## src/rtl/spi_slave_burst.sv

```systemverilog
// SPI slave bridging an external SPI master onto the on-chip register bus.
// Supports all four SPI modes, auto-increment bursts and frame-error reporting.
`timescale 1ns/1ps
module spi_slave_burst #(
  parameter int ADDR_W      = 7,
  parameter int DATA_W      = 32,
  parameter int CPOL        = 0,
  parameter int CPHA        = 0,
  parameter int SYNC_STAGES = 2,
  parameter int BURST_EN    = 1
) (
  input  logic              Clk,
  input  logic              Reset,
  input  logic              SPI_CLK,
  input  logic              SPI_CS,
  input  logic              SPI_MOSI,
  output logic              SPI_MISO,
  output logic              Data_WE,
  output logic              Data_RE,
  output logic [ADDR_W-1:0] Data_Addr,
  output logic [DATA_W-1:0] Data_Write,
  input  logic [DATA_W-1:0] Data_Read,
  output logic              Frame_Err,
  output logic              Busy
);

  localparam int HDR_W = ADDR_W + 1;
  localparam int MAX_W = (HDR_W > DATA_W) ? HDR_W : DATA_W;
  localparam int CNT_W = $clog2(MAX_W + 1);

  typedef enum logic [1:0] {IDLE, HDR, DATA, DONE} state_t;
  state_t state, state_next;

  logic [SYNC_STAGES-1:0] sck_sync, cs_sync, mosi_sync;
  logic                   sck_s, cs_s, mosi_s, sck_prev;
  logic                   rise, fall, lead, trail, sample_edge, shift_edge;
  logic                   cs_armed;
  logic [CNT_W-1:0]       bit_cnt;
  logic [HDR_W-2:0]       hdr_sr;
  logic [HDR_W-1:0]       hdr_next;
  logic [DATA_W-2:0]      rx_sr;
  logic [DATA_W-1:0]      rx_next;
  logic [DATA_W-1:0]      tx_sr;
  logic                   rw, rd_pending;
  logic [ADDR_W-1:0]      addr;
  logic                   hdr_last, word_last;

  assign sck_s       = sck_sync[SYNC_STAGES-1];
  assign cs_s        = cs_sync[SYNC_STAGES-1];
  assign mosi_s      = mosi_sync[SYNC_STAGES-1];
  assign rise        = sck_s & ~sck_prev;
  assign fall        = ~sck_s & sck_prev;
  assign lead        = (CPOL != 0) ? fall : rise;
  assign trail       = (CPOL != 0) ? rise : fall;
  assign sample_edge = (CPHA != 0) ? trail : lead;
  assign shift_edge  = (CPHA != 0) ? lead : trail;
  assign hdr_next    = {hdr_sr, mosi_s};
  assign rx_next     = {rx_sr, mosi_s};
  assign hdr_last    = (bit_cnt == CNT_W'(HDR_W - 1));
  assign word_last   = (bit_cnt == CNT_W'(DATA_W - 1));

  // Bring the asynchronous SPI pins into the Clk domain and keep SCK history.
  always_ff @(posedge Clk) begin
    if (Reset) begin
      sck_sync  <= '0;
      cs_sync   <= '0;
      mosi_sync <= '0;
      sck_prev  <= 1'b0;
    end else begin
      sck_sync  <= {sck_sync[SYNC_STAGES-2:0], SPI_CLK};
      cs_sync   <= {cs_sync[SYNC_STAGES-2:0], SPI_CS};
      mosi_sync <= {mosi_sync[SYNC_STAGES-2:0], SPI_MOSI};
      sck_prev  <= sck_s;
    end
  end

  // State register.
  always_ff @(posedge Clk) begin
    if (Reset) state <= IDLE;
    else       state <= state_next;
  end

  // Next-state decode; chip-select deassertion takes priority over any SCK edge.
  always_comb begin
    state_next = state;
    Busy       = (state != IDLE);
    unique case (state)
      IDLE: if (!cs_s && cs_armed) state_next = HDR;
      HDR: begin
        if (cs_s)                          state_next = IDLE;
        else if (sample_edge && hdr_last)  state_next = DATA;
      end
      DATA: begin
        if (cs_s) state_next = IDLE;
        else if (sample_edge && word_last && (BURST_EN == 0)) state_next = DONE;
      end
      DONE: if (cs_s) state_next = IDLE;
    endcase
  end

  // Shift registers, bus strobes and MISO; read data is captured one Clk after
  // the bus has seen Data_RE, ahead of the shift edge that presents its MSB.
  always_ff @(posedge Clk) begin
    if (Reset) begin
      SPI_MISO   <= 1'b0;
      Data_WE    <= 1'b0;
      Data_RE    <= 1'b0;
      Data_Addr  <= '0;
      Data_Write <= '0;
      Frame_Err  <= 1'b0;
      cs_armed   <= 1'b0;
      bit_cnt    <= '0;
      hdr_sr     <= '0;
      rx_sr      <= '0;
      tx_sr      <= '0;
      rw         <= 1'b0;
      rd_pending <= 1'b0;
      addr       <= '0;
    end else begin
      Data_WE    <= 1'b0;
      Data_RE    <= 1'b0;
      Frame_Err  <= 1'b0;
      rd_pending <= Data_RE;
      if (rd_pending) tx_sr <= Data_Read;
      if (cs_s) cs_armed <= 1'b1;
      unique case (state)
        IDLE: begin
          SPI_MISO <= 1'b0;
          if (!cs_s && cs_armed) begin
            cs_armed <= 1'b0;
            bit_cnt  <= '0;
            hdr_sr   <= '0;
            rx_sr    <= '0;
            tx_sr    <= '0;
          end
        end
        HDR: begin
          SPI_MISO <= 1'b0;
          if (cs_s) begin
            Frame_Err <= (bit_cnt != '0);
          end else if (sample_edge) begin
            hdr_sr <= hdr_next[HDR_W-2:0];
            if (hdr_last) begin
              rw        <= hdr_next[HDR_W-1];
              addr      <= hdr_next[ADDR_W-1:0];
              Data_Addr <= hdr_next[ADDR_W-1:0];
              Data_RE   <= ~hdr_next[HDR_W-1];
              bit_cnt   <= '0;
            end else begin
              bit_cnt <= bit_cnt + 1'b1;
            end
          end
        end
        DATA: begin
          if (cs_s) begin
            SPI_MISO  <= 1'b0;
            Frame_Err <= (bit_cnt != '0);
          end else begin
            if (shift_edge) begin
              if (rw) begin
                SPI_MISO <= 1'b0;
              end else begin
                SPI_MISO <= tx_sr[DATA_W-1];
                tx_sr    <= tx_sr << 1;
              end
            end
            if (sample_edge) begin
              rx_sr <= rx_next[DATA_W-2:0];
              if (word_last) begin
                bit_cnt <= '0;
                if (rw) begin
                  Data_WE    <= 1'b1;
                  Data_Write <= rx_next;
                  Data_Addr  <= addr;
                end
                if (BURST_EN != 0) begin
                  addr <= addr + 1'b1;
                  if (!rw) begin
                    Data_Addr <= addr + 1'b1;
                    Data_RE   <= 1'b1;
                  end
                end
              end else begin
                bit_cnt <= bit_cnt + 1'b1;
              end
            end
          end
        end
        DONE: SPI_MISO <= 1'b0;
      endcase
    end
  end

endmodule

```

## config.mk

```make
export PLATFORM = sky130hd
export DESIGN_NAME = spi_slave_burst
export DESIGN_NICKNAME = d
export VERILOG_FILES = /design/src/rtl/spi_slave_burst.sv
export SDC_FILE = /design/constraint.sdc
export NUM_CORES = 1
export LEC_CHECK = 0
export ABC_AREA = 1
export CAP_MARGIN = 40
export CORE_MARGIN = 1
export CORE_UTILIZATION = 63
export DETAILED_ROUTE_END_ITERATION = 12
export DONT_BUFFER_PORTS = 1
export PLACE_DENSITY = 0.79
export RECOVER_POWER = 50
export SETUP_SLACK_MARGIN = 0.2
export SYNTH_ARGS = -nofsm -noshare
export SYNTH_HDL_FRONTEND = slang
export SYNTH_SLANG_ARGS = --single-unit
export TNS_END_PERCENT = 20
```

## constraint.sdc

```tcl
create_clock -name Clk -period 2.25 [get_ports Clk]
set_input_delay 0.3375 -clock Clk [delete_from_list [all_inputs] [get_ports Clk]]
set_output_delay 0.3375 -clock Clk [all_outputs]
set_load 0.005 [all_outputs]
```

# Yosys cells after proc, flatten, opt, wreduce, memory -nomap -nowiden

Cells that the tools add are included.

$lt $le $gt $ge: 0
Multiplexer cells: 55
Add/sub/neg operators: 2
Multipliers: 0
Div/mod/pow operators: 0
Bitwise logic cells: 10
Shift operators: 0
Equal/unequal tests: 15
Reductions and logical operators: 22

Operator list:

| kind                  | count |
|---|---|
| $mux W32              | 5 |
| $mux W31              | 3 |
| $mux W7               | 13 |
| $pmux W32 S2          | 1 |
| $pmux W31 S2          | 1 |
| $mux W6               | 7 |
| $pmux W7 S2           | 3 |
| $pmux W6 S3           | 1 |
| $mux W1               | 14 |
| $ne A2 B2 Y1 const B  | 7 |
| $reduce_and A4 Y1     | 3 |
| $mux W2               | 4 |
| $not A1 Y1            | 8 |
| $reduce_bool A2 Y1    | 4 |
| $add A7 B1 Y7 const B | 1 |
| $reduce_and A7 Y1     | 1 |
| $add A6 B1 Y6 const B | 1 |
| $eq A6 B3 Y1 const B  | 1 |
| $eq A6 B5 Y1 const B  | 1 |
| $ne A3 B3 Y1 const B  | 2 |
| $pmux W2 S3           | 1 |
| $reduce_and A6 Y1     | 1 |
| $reduce_bool A6 Y1    | 1 |
| $reduce_or A3 Y1      | 2 |
| other kinds (13)      | 18 |

Memory bits (read-only): 0
Register bits after elaboration: 138
Input bits: 37
Latch bits: 0
Memories kept: 0
Memory bits (writable): 0
Logic and storage cells: 123

# Logic depth before layout (Yosys ltp)

Gate-level depths: netlist of run 1.

Depth after elaboration: 6
Depth in mapped cells: 12
Mapped depth without buffers: 11

# Worst setup path after synthesis of run 1

Ideal clock, no wire load.

Path kind: register -> register
Start point: register state[1]
End point: register hdr_sr[0]
Setup time: 132 ps
Arrival time: 1511 ps
Path slack: 607 ps
Cell stages (with the launch flop): 9
Path through: dfxtp_1 -> inv_1 -> ha_1 -> buf_2 -> o21ai_0 -> nor2_1 -> nand2_1 -> nand2_1 -> a21oi_1

Longest elaborated chain between the ends: 3
Elaborated cells on any way between the ends: 8
Classes of those cells: 4 x eq/ne; 1 x mux; 3 x reduce/logical

RTL lines:

| element                                                             | line | text |
|---|---|---|
| from (decl)                                                         | 32   | `state_t state, state_next;` |
| from (signal assigned)                                              | 80   | `else state <= state_next;` |
| $eq A2 B1 Y1 or $logic_not A2 Y1 (tied branches)                    | 126  | `unique case (state)` |
| $ne A2 B2 Y1 (no source line) or $reduce_bool A2 Y1 (tied branches) | n/a  |  |
| $reduce_and A4 Y1 (no source line)                                  | n/a  |  |
| to (signal assigned)                                                | 142  | `hdr_sr <= hdr_next[HDR_W-2:0];` |
| to (decl)                                                           | 39   | `logic [HDR_W-2:0] hdr_sr;` |

Several ways; a longest one is shown, not always the timed one.
A chain may end at the register's enable or synchronous reset.

# Final worst setup path of run 1

Start point: register state[0]
End point: register tx_sr[19]

Longest elaborated chain between the ends: 2
Elaborated cells on any way between the ends: 3
Classes of those cells: 1 x eq/ne; 1 x mux; 1 x reduce/logical

RTL lines:

| element                                          | line | text |
|---|---|---|
| $eq A2 B2 Y1 or $logic_not A2 Y1 (tied branches) | 126  |  |
| $pmux W32 S2 (*)                                 | 126  |  |
| to (signal assigned)                             | 124  | `if (rd_pending) tx_sr <= Data_Read;` |
| to (signal assigned)                             | 164  | `tx_sr <= tx_sr << 1;` |
| to (decl)                                        | 43   | `logic [DATA_W-1:0] tx_sr;` |

Mark *: on every way between the ends. The rest lies on a longest branch, timed or not.

==> summary.md, run 1 <==
| Metric | Value |
|---|---|
| Vias in the first global route | 5213 |
| Minimum clock period | ~2000 ps |
| Slowest CP cell | clkbuf_2 |
| Post-synth top flop | dfxtp_1 |
| Final setup fails | 0 |
| Worst Hold Class | in -> reg |
| Netlist Area Pre-Place | 0.00623 mm^2 |
| Top post-synthesis cells by count | nand2_1, nor2_1, dfxtp_1 |
| Max cap viols | 0 |
| CTS Sinks | roughly 140 |
| Worst setup EP type | flip-flop |
| Post-synth EDFFs | 0 |
| Worst-path cell chain | inv_1 -> ha_1 -> nand2_4 -> inv_2 -> nor2_1 -> o21ai_1 -> nand2_1 -> clkbuf_2 -> o21ai_0 |
| H-tree levels | 4 |
| GPL Wtd Cong | around 0.9 |
| Setup Buffers After CTS | 0 |
| Largest net degree at the start of global routing | 66 |
| Rel. slew slack | 59.0% |
| Die Y | just over 100 um |
| GR Overflow Total | 0 |
| Fin crit share | 91.4% |
| Most common cell in the netlist | nand2_1 |
| DR vias | ~5500 |
| Ratio of cells with drive above 1 in the final layout | 6.87% |
| Fmax | between 0.4 and 0.5 GHz |
| Yosys cell types | 25 |
| Post-synth top area cell | dfxtp_1 |
| Synth top area cells | dfxtp_1, nand2_1, nor2_1 |
| Buffers added on ports | 0 |
| Max FO, Critical Path | 32 |
| Status | completed |
| RSZ-0062 raised after global routing | true |
| Die X-Extent | slightly above 100 um |
| Initial Util | 66.2% |
| ANT cells | 0 |
| Core Region | about 0.0094 mm^2 |
| Post-route insts no fill | just over 1000 |
| Ys Warns | 0 |
| Vias per inst | about 5.4 |
| Clock Power Share | between 30% and 40% |
| Worst-Margin Slew | between 600 and 700 ps |
| Final ANT Viol Nets | 0 |
| Post-synthesis register bit count | 138 |
| Tot Pwr | slightly above 8 mW |
| Fillers | 729 |
| Post-place setup slack | ~290 ps |
| Comb pwr share | roughly 29% |
| Worst Setup Start Kind | flip-flop |
| CP Class | reg -> reg |
| Yosys top cell area share | about 44% |
| Multi-input logic area | roughly 0.003 mm^2 |
| Final number of hold-violating endpoints | 0 |
| GR Util All Layers | 28.5% |
| Initial DRC count | ~260 |
| CTS tree | built |
| Worst EP required | between 2000 and 3000 ps |
| Data arrival, critical path | between 2000 and 2500 ps |
| Syn Inst Count | 891 |
| Area Growth Syn to Fin | 12.0% |
| Net Sw Power | a little over 3 mW |
| Sequential area share after synthesis | between 40% and 50% |
| Nets | between 900 and 1000 |
| Worst path max stage delay | 420 ps |
| Static Leak | roughly 3 nW |
| Clk buf depth | 2 |
| Pwr Density | between 1000 and 1500 mW/mm^2 |
| Max VDD drop | 743 uV |
| Die ar. | between 0.01 and 0.015 mm^2 |
| Global-route wire length before repair | about 23000 um |
| Setup slack after layout | a little under 200 ps |
| Placed insts | just under 1000 |
| Sequential group share of total power | 36.4% |
| Ys async rst share | 0% |
| Sw frac | about 37% |
| Syn Area/Cell | around 7 um^2 |
| Worst-Skew Late Latency | 520 ps |
| Clock-pin slew on the worst setup and hold paths | 60 ps |
| Sequential cell area | 0.00276 mm^2 |
| Int Power | about 5.2 mW |
| Num CTS Buffers | 17 |
| Post-DP HPWL | roughly 8600 um |
| DRC viols | 0 |
| IO Pins | between 80 and 90 |
| Worst clock skew | roughly 11 ps |
| # rows | 35 |
| Setup TNS | 0 ps |
| Clock root buffer | clkbuf_8 |
| WL/cell | approximately 14 um |
| DRT Pass-1 Iters | 8 |
| Initial antenna violation count | 0 |
| Post-Syn Nets | roughly 940 |
| Pins over their slew limit | 0 |
| Routed WL | between 10000 and 15000 um |
layout make-up:
cell class	instances	share of cell area, %
multi-input combinational	612	42.1
sequential	138	39.6
clock buffer	17	5.93
inverter	88	4.73
clock inverter	15	2.96
timing repair buffer	18	2.40
tap	129	2.31
per-stage QoR:
stage	util, %	hold WS (ps)	area (um^2)
floorplan	-	388	6230
global placement	66.6	394	6270
detailed placement	66.6	395	6270
CTS	73.9	11.7	6950
global route	74.1	28.8	6980
finish	74.1	27.3	6980
layer usage:
metal / GRT usage [%] / vias up / wire, um
met5: 0 / - / 0
li1: - / 2797 / -
met2: 48.7 / 202 / 6920
met3: 6.76 / 21 / 965
met1: 34.2 / 2453 / 5960
met4: 12.6 / 0 / 188
worst max-delay path: cells and delay by family (launching register included):
family,cells,cell delay (ps)
buffers and inverters,3,590
DFF,1,400
and+or+nand+nor,3,340
adders and majority gates,1,300
AOI/OAI and AO/OA,2,270
worst paths after layout:
kind | startpoint | end | slack (ps) | cells past startpoint
setup / recovery | state[0]$_SDFFE_PP0P_ | tx_sr[19]$_SDFF_PP0_ | 190 | 9
hold / removal | Data_Read[2] | tx_sr[2]$_SDFF_PP0_ | 30 | 2
setup reg to reg | state[0]$_SDFFE_PP0P_ | tx_sr[19]$_SDFF_PP0_ | 190 | 9
hold reg to reg | sck_sync[0]$_SDFF_PP0_ | sck_sync[1]$_SDFF_PP0_ | 410 | 2
flip-flops by register name, summed over array words and instances (netlist names), 2 cells and up:
signal      flops
Data_Addr       7
Data_Write     32
cs_sync         2
addr            7
tx_sr          32
state           2
hdr_sr          7
rx_sr          31
sck_sync        2
mosi_sync       2
bit_cnt         6
logic make-up after synthesis:
kind of cell,synth area share [%]
mux,4.98
simple gates,30.8
buf+inv,9.34
xor+xnor,0.281
fa+ha+maj,1.81
compound gates,8.49
flops,44.3
power groups by stage:
stage | Sequential (mW) | Clock, mW | Combinational, mW
after floorplan | 2.99 | 0 | 1.80
after global placement | 3.04 | 0 | 2.17
after detailed placement | 3.06 | 0 | 2.26
after CTS | 3.01 | 2.94 | 2.33
after global routing | 3.06 | 3.05 | 2.74
final | 3.02 | 2.91 | 2.39
what timing repair did:
action                                 4_1_cts  5_1_grt
endpoints found under the hold margin       50        0
setup endpoints to repair                    0       64
hold buffers                                 5        0
resized for setup                            0        5
cells in the final DEF (no fill, tap or decap), types with 4 or more instances in the layout:
master           n
inv_1           84
nor2_1         153
mux2i_1         31
o21ai_0         72
ha_1             8
nand2_1        230
nor3_1           4
buf_4            9
dfxtp_1        137
inv_6            5
dlygate4sd3_1    4
o21ai_1          6
a21oi_1         26
inv_2            4
clkbuf_16       16
nand4_1         47
nand3_1         21
Power figures use the tool's default switching activity.
==> run 2: changes to the inputs <==
--- a/config.mk
+++ b/config.mk
@@ -6,6 +6,7 @@
 export NUM_CORES = 1
 export LEC_CHECK = 0
 export ABC_AREA = 1
+export ABC_CLOCK_PERIOD_IN_PS = 2250
 export CAP_MARGIN = 40
 export CORE_MARGIN = 1
 export CORE_UTILIZATION = 63
==> results of run 2 <==
Same layout as run 1: the final DEF is identical, and so are final timing and power.
